## src/rtl/time_set_pkg.sv

```systemverilog
`default_nettype none
// +----------------------------------------------------------------------+
// | Package   : time_set_pkg                                             |
// | Purpose   : Shared types, encodings and BCD helpers for the          |
// |             time/alarm setting front-end.                            |
// | Revision  : 1.0 - initial release                                    |
// +----------------------------------------------------------------------+
package time_set_pkg;

  // State encoding doubles as the edit_field display code.
  typedef enum logic [1:0] {
    IDLE = 2'd0,
    HOUR = 2'd1,
    MIN  = 2'd2,
    LOAD = 2'd3
  } state_e;

  localparam logic TGT_TIME  = 1'b0;
  localparam logic TGT_ALARM = 1'b1;

  localparam logic [1:0] HOUR_MAX_H1 = 2'd2;
  localparam logic [3:0] HOUR_MAX_H0 = 4'd3;
  localparam logic [2:0] MIN_MAX_M1  = 3'd5;
  localparam logic [3:0] DIGIT_MAX   = 4'd9;

  typedef struct packed {
    logic [1:0] h1;
    logic [3:0] h0;
  } hour_t;

  typedef struct packed {
    logic [2:0] m1;
    logic [3:0] m0;
  } min_t;

  // BCD hour step, 23 wraps to 00.
  function automatic hour_t hour_inc(input hour_t h);
    hour_t r;
    r = h;
    if (h.h1 == HOUR_MAX_H1 && h.h0 == HOUR_MAX_H0) begin
      r = '0;
    end else if (h.h0 == DIGIT_MAX) begin
      r.h0 = 4'd0;
      r.h1 = h.h1 + 2'd1;
    end else begin
      r.h0 = h.h0 + 4'd1;
    end
    return r;
  endfunction

  // BCD minute step, 59 wraps to 00.
  function automatic min_t min_inc(input min_t m);
    min_t r;
    r = m;
    if (m.m1 == MIN_MAX_M1 && m.m0 == DIGIT_MAX) begin
      r = '0;
    end else if (m.m0 == DIGIT_MAX) begin
      r.m0 = 4'd0;
      r.m1 = m.m1 + 3'd1;
    end else begin
      r.m0 = m.m0 + 4'd1;
    end
    return r;
  endfunction

endpackage
`default_nettype wire

```

## src/rtl/time_set_ctrl_btn_debounce.sv

```systemverilog
`default_nettype none
// +----------------------------------------------------------------------+
// | Module    : btn_debounce                                             |
// | Purpose   : 2-FF synchroniser, counting debouncer and press pulse    |
// |             for one raw push-button.                                 |
// | Revision  : 1.0 - initial release                                    |
// +----------------------------------------------------------------------+
module btn_debounce #(
  parameter int DEB_CYC = 3
) (
  input  logic clk,
  input  logic rst_bar,
  input  logic btn_raw,
  output logic level,
  output logic press
);

  localparam int CW = $clog2(DEB_CYC) + 1;

  logic          sync1_q, sync2_q;
  logic          level_q, level_d;
  logic          press_q, press_d;
  logic [CW-1:0] cnt_q, cnt_d;

  // Level flips only after DEB_CYC consecutive differing samples; the press
  // pulse is registered alongside the rising level so both appear together.
  always_comb begin
    level_d = level_q;
    press_d = 1'b0;
    cnt_d   = '0;
    if (sync2_q != level_q) begin
      if (cnt_q == CW'(DEB_CYC - 1)) begin
        level_d = sync2_q;
        press_d = sync2_q;
      end else begin
        cnt_d = cnt_q + CW'(1);
      end
    end
  end

  // Synchroniser and debouncer state.
  always_ff @(posedge clk or negedge rst_bar) begin
    if (!rst_bar) begin
      sync1_q <= 1'b0;
      sync2_q <= 1'b0;
      level_q <= 1'b0;
      press_q <= 1'b0;
      cnt_q   <= '0;
    end else begin
      sync1_q <= btn_raw;
      sync2_q <= sync1_q;
      level_q <= level_d;
      press_q <= press_d;
      cnt_q   <= cnt_d;
    end
  end

  assign level = level_q;
  assign press = press_q;

endmodule
`default_nettype wire

```

## src/rtl/time_set_ctrl.sv

```systemverilog
`default_nettype none
// +----------------------------------------------------------------------+
// | Module    : time_set_ctrl                                            |
// | Purpose   : Button-driven editor producing BCD digits and held       |
// |             load_time / load_alarm strobes for the alarm clock core. |
// | Revision  : 1.0 - initial release                                    |
// +----------------------------------------------------------------------+
module time_set_ctrl
  import time_set_pkg::*;
#(
  parameter int DEB_CYC     = 3,
  parameter int LOAD_HOLD   = 120,
  parameter int REPEAT_DLY  = 50,
  parameter int REPEAT_RATE = 20,
  parameter int EDIT_TMO    = 3000
) (
  input  logic       clk,
  input  logic       rst_bar,
  input  logic       btn_mode,
  input  logic       btn_inc,
  input  logic       btn_enter,
  output logic [1:0] h1_in,
  output logic [3:0] h0_in,
  output logic [2:0] m1_in,
  output logic [3:0] m0_in,
  output logic       load_time,
  output logic       load_alarm,
  output logic [1:0] edit_field,
  output logic       edit_target
);

  localparam int RPT_MAX = (REPEAT_DLY > REPEAT_RATE) ? REPEAT_DLY : REPEAT_RATE;
  localparam int RW      = $clog2(RPT_MAX) + 1;
  localparam int TW      = $clog2(EDIT_TMO) + 1;
  localparam int LW      = $clog2(LOAD_HOLD) + 1;

  logic mode_p, inc_p, enter_p;
  logic mode_lvl, inc_lvl, enter_lvl;
  logic unused_lvl;

  btn_debounce #(.DEB_CYC(DEB_CYC)) u_deb_mode (
    .clk(clk), .rst_bar(rst_bar), .btn_raw(btn_mode), .level(mode_lvl), .press(mode_p)
  );
  btn_debounce #(.DEB_CYC(DEB_CYC)) u_deb_inc (
    .clk(clk), .rst_bar(rst_bar), .btn_raw(btn_inc), .level(inc_lvl), .press(inc_p)
  );
  btn_debounce #(.DEB_CYC(DEB_CYC)) u_deb_enter (
    .clk(clk), .rst_bar(rst_bar), .btn_raw(btn_enter), .level(enter_lvl), .press(enter_p)
  );

  // Only the press events of mode/enter matter; their held levels are not used.
  assign unused_lvl = mode_lvl ^ enter_lvl;

  state_e        state_q, state_d;
  logic          target_q, target_d;
  hour_t         hour_q, hour_d;
  min_t          min_q, min_d;
  logic          load_time_q, load_time_d;
  logic          load_alarm_q, load_alarm_d;
  logic [LW-1:0] load_cnt_q, load_cnt_d;
  logic [TW-1:0] tmo_cnt_q, tmo_cnt_d, tmo_next;
  logic [RW-1:0] rpt_cnt_q, rpt_cnt_d;
  logic          rpt_armed_q, rpt_armed_d;
  logic          editing, rpt_fire, inc_act;

  assign editing  = (state_q == HOUR) || (state_q == MIN);
  // rpt_cnt_q == 0 means no repeat sequence is running; otherwise it counts
  // cycles since the last press/repeat, against the first-delay or rate limit.
  assign rpt_fire = editing && inc_lvl && (rpt_cnt_q != '0) &&
                    (rpt_cnt_q == (rpt_armed_q ? RW'(REPEAT_RATE) : RW'(REPEAT_DLY)));
  assign inc_act  = inc_p | rpt_fire;
  assign tmo_next = tmo_cnt_q + TW'(1);

  // Next-state logic: event priority mode > enter > inc, then timeout and repeat.
  always_comb begin
    state_d      = state_q;
    target_d     = target_q;
    hour_d       = hour_q;
    min_d        = min_q;
    load_time_d  = 1'b0;
    load_alarm_d = 1'b0;
    load_cnt_d   = '0;
    tmo_cnt_d    = '0;
    rpt_cnt_d    = '0;
    rpt_armed_d  = 1'b0;

    unique case (state_q)
      IDLE: begin
        if (mode_p) begin
          state_d  = HOUR;
          target_d = TGT_TIME;
        end else if (enter_p) begin
          state_d  = HOUR;
          target_d = TGT_ALARM;
        end
      end
      HOUR: begin
        if (mode_p)        state_d = IDLE;
        else if (enter_p)  state_d = MIN;
        else if (inc_act)  hour_d  = hour_inc(hour_q);
      end
      MIN: begin
        if (mode_p) begin
          state_d = IDLE;
        end else if (enter_p) begin
          state_d      = LOAD;
          load_time_d  = (target_q == TGT_TIME);
          load_alarm_d = (target_q == TGT_ALARM);
        end else if (inc_act) begin
          min_d = min_inc(min_q);
        end
      end
      LOAD: begin
        if (load_cnt_q == LW'(LOAD_HOLD - 1)) begin
          state_d = IDLE;
        end else begin
          load_cnt_d   = load_cnt_q + LW'(1);
          load_time_d  = load_time_q;
          load_alarm_d = load_alarm_q;
        end
      end
      default: state_d = IDLE;
    endcase

    // Inactivity timeout while editing; any event restarts it.
    if (editing && state_d == state_q) begin
      if (mode_p || enter_p || inc_p || rpt_fire) begin
        tmo_cnt_d = '0;
      end else if (tmo_next == TW'(EDIT_TMO)) begin
        state_d = IDLE;
      end else begin
        tmo_cnt_d = tmo_next;
      end
    end

    // Auto-repeat sequencing; cleared on release or any state change.
    if (editing && state_d == state_q && inc_lvl) begin
      if (inc_p) begin
        rpt_cnt_d = RW'(1);
      end else if (rpt_fire) begin
        rpt_cnt_d   = RW'(1);
        rpt_armed_d = 1'b1;
      end else if (rpt_cnt_q != '0) begin
        rpt_cnt_d   = rpt_cnt_q + RW'(1);
        rpt_armed_d = rpt_armed_q;
      end
    end
  end

  // Controller state registers.
  always_ff @(posedge clk or negedge rst_bar) begin
    if (!rst_bar) begin
      state_q      <= IDLE;
      target_q     <= TGT_TIME;
      hour_q       <= '0;
      min_q        <= '0;
      load_time_q  <= 1'b0;
      load_alarm_q <= 1'b0;
      load_cnt_q   <= '0;
      tmo_cnt_q    <= '0;
      rpt_cnt_q    <= '0;
      rpt_armed_q  <= 1'b0;
    end else begin
      state_q      <= state_d;
      target_q     <= target_d;
      hour_q       <= hour_d;
      min_q        <= min_d;
      load_time_q  <= load_time_d;
      load_alarm_q <= load_alarm_d;
      load_cnt_q   <= load_cnt_d;
      tmo_cnt_q    <= tmo_cnt_d;
      rpt_cnt_q    <= rpt_cnt_d;
      rpt_armed_q  <= rpt_armed_d;
    end
  end

  assign h1_in       = hour_q.h1;
  assign h0_in       = hour_q.h0;
  assign m1_in       = min_q.m1;
  assign m0_in       = min_q.m0;
  assign load_time   = load_time_q;
  assign load_alarm  = load_alarm_q;
  assign edit_field  = state_q;
  assign edit_target = target_q;

endmodule
`default_nettype wire

```

## config.mk

```make
export PLATFORM = sky130hd
export DESIGN_NAME = time_set_ctrl
export DESIGN_NICKNAME = d
export VERILOG_FILES = /design/src/rtl/time_set_pkg.sv /design/src/rtl/time_set_ctrl_btn_debounce.sv /design/src/rtl/time_set_ctrl.sv
export SDC_FILE = /design/constraint.sdc
export NUM_CORES = 1
export LEC_CHECK = 0
export ABC_CLOCK_PERIOD_IN_PS = 2390
export BUFFER_PORTS_ARGS = -buffer_cell sky130_fd_sc_hd__buf_2
export CAP_MARGIN = 0
export CORE_UTILIZATION = 40
export CTS_BUF_LIST = sky130_fd_sc_hd__clkbuf_4 sky130_fd_sc_hd__clkbuf_8 sky130_fd_sc_hd__clkbuf_16
export DETAILED_ROUTE_END_ITERATION = 16
export GPL_TIMING_DRIVEN = 0
export PLACE_DENSITY = 0.69
export SLEW_MARGIN = 20
export SYNTH_ARGS = -nofsm -noshare
export SYNTH_HDL_FRONTEND = slang
export SYNTH_SLANG_ARGS = --single-unit
```

## constraint.sdc

```tcl
create_clock -name clk -period 2.39 [get_ports clk]
set_input_delay 0.1195 -clock clk [delete_from_list [all_inputs] [get_ports clk]]
set_output_delay 0.1195 -clock clk [all_outputs]
set_load 0.05 [all_outputs]
```

==> results.cfg, run 1 <==
[outcome]
status = finished, final reports clean

[pwr]
peakVddDrop_uv = 462
pwr_density_cell_mw_per_mm2 = 618
leakage_nw = 1.76

[sta]
finClkSkew_ps = 10.5
drv_slew = 0
fmax_mhz = 435
relSlewSlack_pct = 60.4
tightest_slew_ps = 594
setup_viol_count_final = 0
rsz0062_at_grt = yes
period_needed_ps = 2300
tns_ps = 0
hold_viol = 0
fin_crit_sh_pct = 96.3

[die]
start_util_pct = 42.3
ioPinCount = 23
dieArea_mm2 = 0.00925
die_h_um = 96.2
coreArea_mm2 = 0.00838
die_w_um = 96.2
row_count = 33

[yosys]
synth_fp_nets = 355
async_flop_share_pct = 100
synth.distinct_cells = 60
ys_seq_area_share_pct = 48.0
ys_ff_latch = 68
synthFlopType = dfrtp_1
syn_inst = 338
ys.warnings.count = 0
syn_area_mm2 = 0.00355
synth-edff-count = 0
syn_area_per_cell_um2 = 10.5

[final_layout]
nets = 398
stdcell_count = 489
drive_above_1_share_pct = 21.4
syn2layout_area_growth_pct = 16.3
antenna_cells = 0
final_common_cell = dfrtp_1
layout_common_cells = 63 x dfrtp_1, 27 x nand2_1, 25 x nor2_1, 21 x buf_2, 17 x xnor2_1

[clock_tree]
clock_latency_ps = 340
cts_tree = yes
cts_max_level = 3
clock-root-buffer = clkbuf_8
clk_pin_slew_ps = 70
cts_sinks = 68
ctsLongestPathBuffers = 2
numCtsBuffers = 9

[worst_setup_path]
slowest_delay_ps = 560
arrival_ps = 2530
path_delay_family = simple AND/OR/NAND/NOR gates
critPathBufInv = 0
worst_ep_required_time_ps = 2620
cp_slowest_cell = or4b_4
cp.depth = 5
rr_worst_depth = 5
cp_cell_sequence = or4b_4, a211oi_4, o2111ai_4, or3_4, mux2_4
worstSetupEndpointType = flop
start_kind = flop
worstSetupPathType = flop to flop
path_max_fanout = 5

[drt]
via_count = 2611
dr.first_iter.drc_count = 123
drc_errors = 0
first_pass_iters = 4
vias_per_cell = 5.34
wl_per_cell_um = 13.3
routed_wl_um = 6520
ant_nets = 0

[global_routing]
antenna_found_initial = 0
grt_use_total_pct = 15.6
grt_max_degree = 56
grt_pass1_vias = 2399
grt_first_pass_wirelength_um = 11000
overflow = 0

[placed_design]
hpwl_um = 4370
dp.cells = 466
io_buffers = 22
finalWeightedCongestion = 0.830

[hold_path]
hold_class = primary input to async pin

[flow_run]
maxCapViolCount = 0
==> routing by layer <==
layer / share of wire (%) / vias up / GRT usage [%]
met5: 0 / - / 0
met4: 2.1 / 0 / 7.84
met1: 48 / 1266 / 20.6
met3: 2.3 / 11 / 3.00
met2: 47 / 36 / 24.5
li1: - / 1298 / -
==> state kept, by name (all words and copies together) (netlist names), 2 cells and up <==
name	flops
h0_in	4
u_deb_enter.cnt_q	3
edit_field	2
tmo_cnt_q	13
u_deb_inc.cnt_q	3
m0_in	4
u_deb_mode.cnt_q	3
m1_in	3
h1_in	2
load_cnt_q	8
rpt_cnt_q	7
==> per-stage QoR <==
step	total power, mW	cell area (um^2)	setup WS [ps]	util (%)	hold WS (ps)
detailed placement	1.76	3820	-319	45.6	-0.951
global placement	1.73	3790	-295	45.2	230
global route	2.68	4130	-24.6	49.2	178
CTS	2.58	4070	3.18	48.6	163
finish	2.55	4130	89.2	49.2	166
floorplan	1.64	3550	32.9	-	-176
==> synthesized netlist by cell type (all sizes together), types with 4 or more instances <==
library cell	n	area share, %
o2111ai	7	2.2
dfrtp	68	48
xnor2	17	4.2
nor3b	7	1.5
a21oi	16	2.3
a211oi	4	1.2
o21ai	13	1.8
ha	12	4.2
nor3	18	2.5
and3	4	0.71
nor2	26	2.8
buf	4	0.88
nand2b	8	1.4
xor2	15	3.7
inv	11	1.2
o31ai	6	1.4
nand3	16	2.3
mux2	7	2.4
clkbuf	6	0.63
nand2	27	2.9
==> logic make-up after synthesis <==
kind of cell,count (synthesis),synth area share (%)
buffers and inverters,21,2.68
muxes,8,2.72
and+or+nand+nor,132,20.4
AOI/OAI and AO/OA,65,14.1
adders and majority gates,12,4.23
xor gates and xnor gates,32,7.90
DFF,68,48.0
==> where the power goes <==
group / leakage (nW) / internal [mW] / switching, mW
clock network: 0.0882 / 0.399 / 0.409
registers: 0.914 / 1.26 / 0.105
logic: 0.760 / 0.166 / 0.215
total: 1.76 / 1.82 / 0.729
==> layout make-up <==
cell class                      count  area, um^2
Buffer                              6        41.3
Clock buffer                       11         145
Clock inverter                      3        15.0
Fill cell                         753        4260
Inverter                           11        41.3
Multi-Input combinational cell    249        1800
Sequential cell                    68        1710
Tap cell                          105         131
Timing Repair Buffer               36         248
==> path summary, 6_finish.rpt <==
path,to,slack (ps),from
min,h1_in[1],170,rst_bar
max reg2reg,m1_in[1],90,rpt_cnt_q[3]
max in group asynchronous,tmo_cnt_q[3],1700,rst_bar
min reg2reg,u_deb_mode.sync2_q,350,u_deb_mode.sync1_q
min in group clk,u_deb_mode.sync2_q,350,u_deb_mode.sync1_q
max,m1_in[1],90,rpt_cnt_q[3]
==> repair_timing <==
item / 4_1_cts / 5_1_grt
endpoints found under the setup margin: 25 / 28
pin swaps: 4 / 4
hold buffers: 4 / 0
resized for setup: 4 / 11
setup buffers: 4 / 5
hold endpoints to repair: 71 / 0
Note: power is estimated with default switching activity, not from simulation.
==> inputs of run 2 (changes only) <==
--- a/config.mk
+++ b/config.mk
@@ -5,6 +5,7 @@
 export SDC_FILE = /design/constraint.sdc
 export NUM_CORES = 1
 export LEC_CHECK = 0
+export ABC_AREA = 1
 export ABC_CLOCK_PERIOD_IN_PS = 2390
 export BUFFER_PORTS_ARGS = -buffer_cell sky130_fd_sc_hd__buf_2
 export CAP_MARGIN = 0
==> results.cfg, run 2 <==
[sta]
fmax_mhz = 461
setup_viol_count_final = 0
fin_crit_sh_pct = 90.8
period_needed_ps = 2170
hold_viol = 0
relSlewSlack_pct = 71.1
tns_ps = 0
finClkSkew_ps = 8.65
tightest_slew_ps = 433
rsz0062_at_grt = no
drv_slew = 0

[drt]
vias_per_cell = 4.91
wl_per_cell_um = 11.4
drc_errors = 0
first_pass_iters = 4
ant_nets = 0
via_count = 2728
dr.first_iter.drc_count = 125
routed_wl_um = 6320

[global_routing]
overflow = 0
antenna_found_initial = 0
grt_first_pass_wirelength_um = 10800
grt_max_degree = 41
grt_use_total_pct = 15.5
grt_pass1_vias = 2526

[clock_tree]
clock-root-buffer = clkbuf_8
clk_pin_slew_ps = 80
cts_tree = yes
numCtsBuffers = 9
ctsLongestPathBuffers = 2
clock_latency_ps = 360
cts_max_level = 3
cts_sinks = 68

[yosys]
syn_inst = 403
yosysMostFrequentCell = nand2_1
synth_xor_area_share_pct = 3.95
syn_area_per_cell_um2 = 8.72
yosys.area_share.simple_pct = 30.4
ys.warnings.count = 0
synth_fp_nets = 420
yosys.area.top_type = dfrtp_1
syn_area_mm2 = 0.00351
async_flop_share_pct = 100
ys_seq_area_share_pct = 48.4
synth.distinct_cells = 42
synth_top_family_by_area = simple AND/OR/NAND/NOR gates
synthFlopType = dfrtp_1
ys_ff_latch = 68
synth_compound_area_share_pct = 6.84
synth-edff-count = 0
synth_fa_ha_area_share_pct = 4.27
synth.area.top_cells = dfrtp_1 48%, nand2_1 8.5%, nor2_1 5.9%, inv_1 5.1%, ha_1 4.3%
synth_mux_area_share_pct = 0.321
yosysTopAreaCellShare_pct = 48.4
synthTopCellsByCount = 80 x nand2_1, 68 x dfrtp_1, 55 x nor2_1

[worst_setup_path]
critPathBufInv = 2
path_delay_family = simple AND/OR/NAND/NOR gates
regToRegEndpoint = m0_in[3]
worst_ep_required_time_ps = 2640
crit_top_cell = nand2_1
path_max_fanout = 5
cp_slowest_cell = dfrtp_2
cp_cell_sequence = inv_1, ha_1, nand2_1, inv_1, nand4_1, a21oi_2, nor2_1, nor2_4, nand2_1, nor2_1, nand2_1, o21ai_1, a21oi_1
slowest_delay_ps = 410
worstSetupPathType = flop to flop
arrival_ps = 2420
worstSetupEndpointType = flop
worstReg2RegStart = edit_field[0]
start_kind = flop
r2r_setup_slack_ps = 220
rr_worst_depth = 13

[placed_design]
finalWeightedCongestion = 0.827
io_buffers = 22
hpwl_um = 4630
dpl_cell_area_mm2 = 0.00378

[final_layout]
drive_above_1_share_pct = 18.6
reg_top3 = tmo_cnt_q: 13 flops, load_cnt_q: 8 flops, rpt_cnt_q: 7 flops
top_register = tmo_cnt_q
syn2layout_area_growth_pct = 16.2
nets = 463
final_area_mm2 = 0.00408
layout_common_cells = 80 x nand2_1, 66 x dfrtp_1, 55 x nor2_1, 48 x inv_1, 21 x buf_2
final_common_cell = nand2_1
antenna_cells = 0
largest_reg_flops = 13

[pwr]
pwr_density_cell_mw_per_mm2 = 817
peakVddDrop_uv = 676
leakage_nw = 1.95

[hold_path]
hold_class = primary input to async pin

[die]
die_w_um = 95.7
ioPinCount = 23
start_util_pct = 42.1
coreArea_mm2 = 0.00834
row_count = 33
die_h_um = 95.7
dieArea_mm2 = 0.00916

[outcome]
status = finished, final reports clean

[flow_run]
maxCapViolCount = 0
## run 2: cell count changes after synthesis, moves of 5 or more
cell,delta
nor3_2,+6
nor2_1,+29
nand2b_1,-8
nor2_2,+6
nand4_1,+11
xnor2_1,-12
clkbuf_1,-5
nor3_1,-8
o2111ai_1,-6
nand2_1,+53
inv_1,+37
xor2_1,-6
o21ai_0,-6
## run 2: cell type report
cell class,instances,area [um^2]
inverters,51,191
multi-input cells,282,1610
fillers,785,4260
repair buffers,32,210
clock inverters,7,100
well taps,105,131
clock buffers,9,124
plain buffers,2,11.3
flip-flops and latches,68,1700
## run 2: worst max path at each step
| stage | cells past startpoint | slack [ps] | from | end |
|---|---|---|---|---|
| after CTS | 13 | 40 | edit_field[1] | m0_in[3] |
| after floorplan | 13 | 20 | edit_field[1] | m0_in[3] |
| final | 13 | 220 | edit_field[0] | m0_in[3] |
| after global placement | 13 | 100 | edit_field[1] | m0_in[3] |
| after global routing | 12 | 50 | edit_field[0] | h1_in[1] |
| after detailed placement | 13 | 60 | edit_field[1] | m0_in[3] |
## run 2: worst reg2reg max path, delay by kind of cell (launching register included)
kind,cells,cell delay (ps)
and+or+nand+nor,7,830
buffers and inverters,2,170
AOI/OAI and AO/OA,3,360
DFF,1,410
adders and majority gates,1,300
## run 2: metrics by stage
| stage | worst slack [ps] | hold WS, ps | total power [mW] | util (%) | std cells |
|---|---|---|---|---|---|
| finish | 219 | 221 | 3.33 | 48.9 | 556 |
| global route | 47.2 | 254 | 3.53 | 48.9 | 556 |
| CTS | 41.5 | 237 | 3.34 | 48.5 | 551 |
| detailed placement | 63.0 | 78.6 | 2.27 | 45.3 | 531 |
| global placement | 97.6 | 230 | 2.24 | 45.0 | 530 |
| floorplan | 20.6 | -176 | 2.07 | - | 403 |
## run 2: timing repair
item,in CTS,in global routing
gates resized for setup,0,1
setup buffers,0,5
hold endpoints to repair,31,0
hold buffers,4,0
setup endpoints to repair,0,12
## run 2: cell families after synthesis
| logic type | Yosys count |
|---|---|
| AO/OA/AOI/OAI | 40 |
| XOR/XNOR | 15 |
| adder cells (fa/ha/maj) | 12 |
| buffers and inverters | 53 |
| flip-flops | 68 |
| multiplexers | 1 |
| AND/OR/NAND/NOR | 214 |
## run 2: routing by layer
metal / vias to the layer above / global-route usage, % / wire (um)
met3: 12 / 4.03 / 176
li1: 1391 / - / -
met4: 0 / 7.84 / 138
met5: - / 0 / 0
met2: 33 / 26.0 / 3140
met1: 1292 / 18.5 / 2870
## run 2: where the power goes
group          internal (mW)  total (mW)  switching [mW]
Combinational          0.287       0.872           0.584
Clock                  0.594        1.06           0.462
Sequential              1.29        1.41           0.119
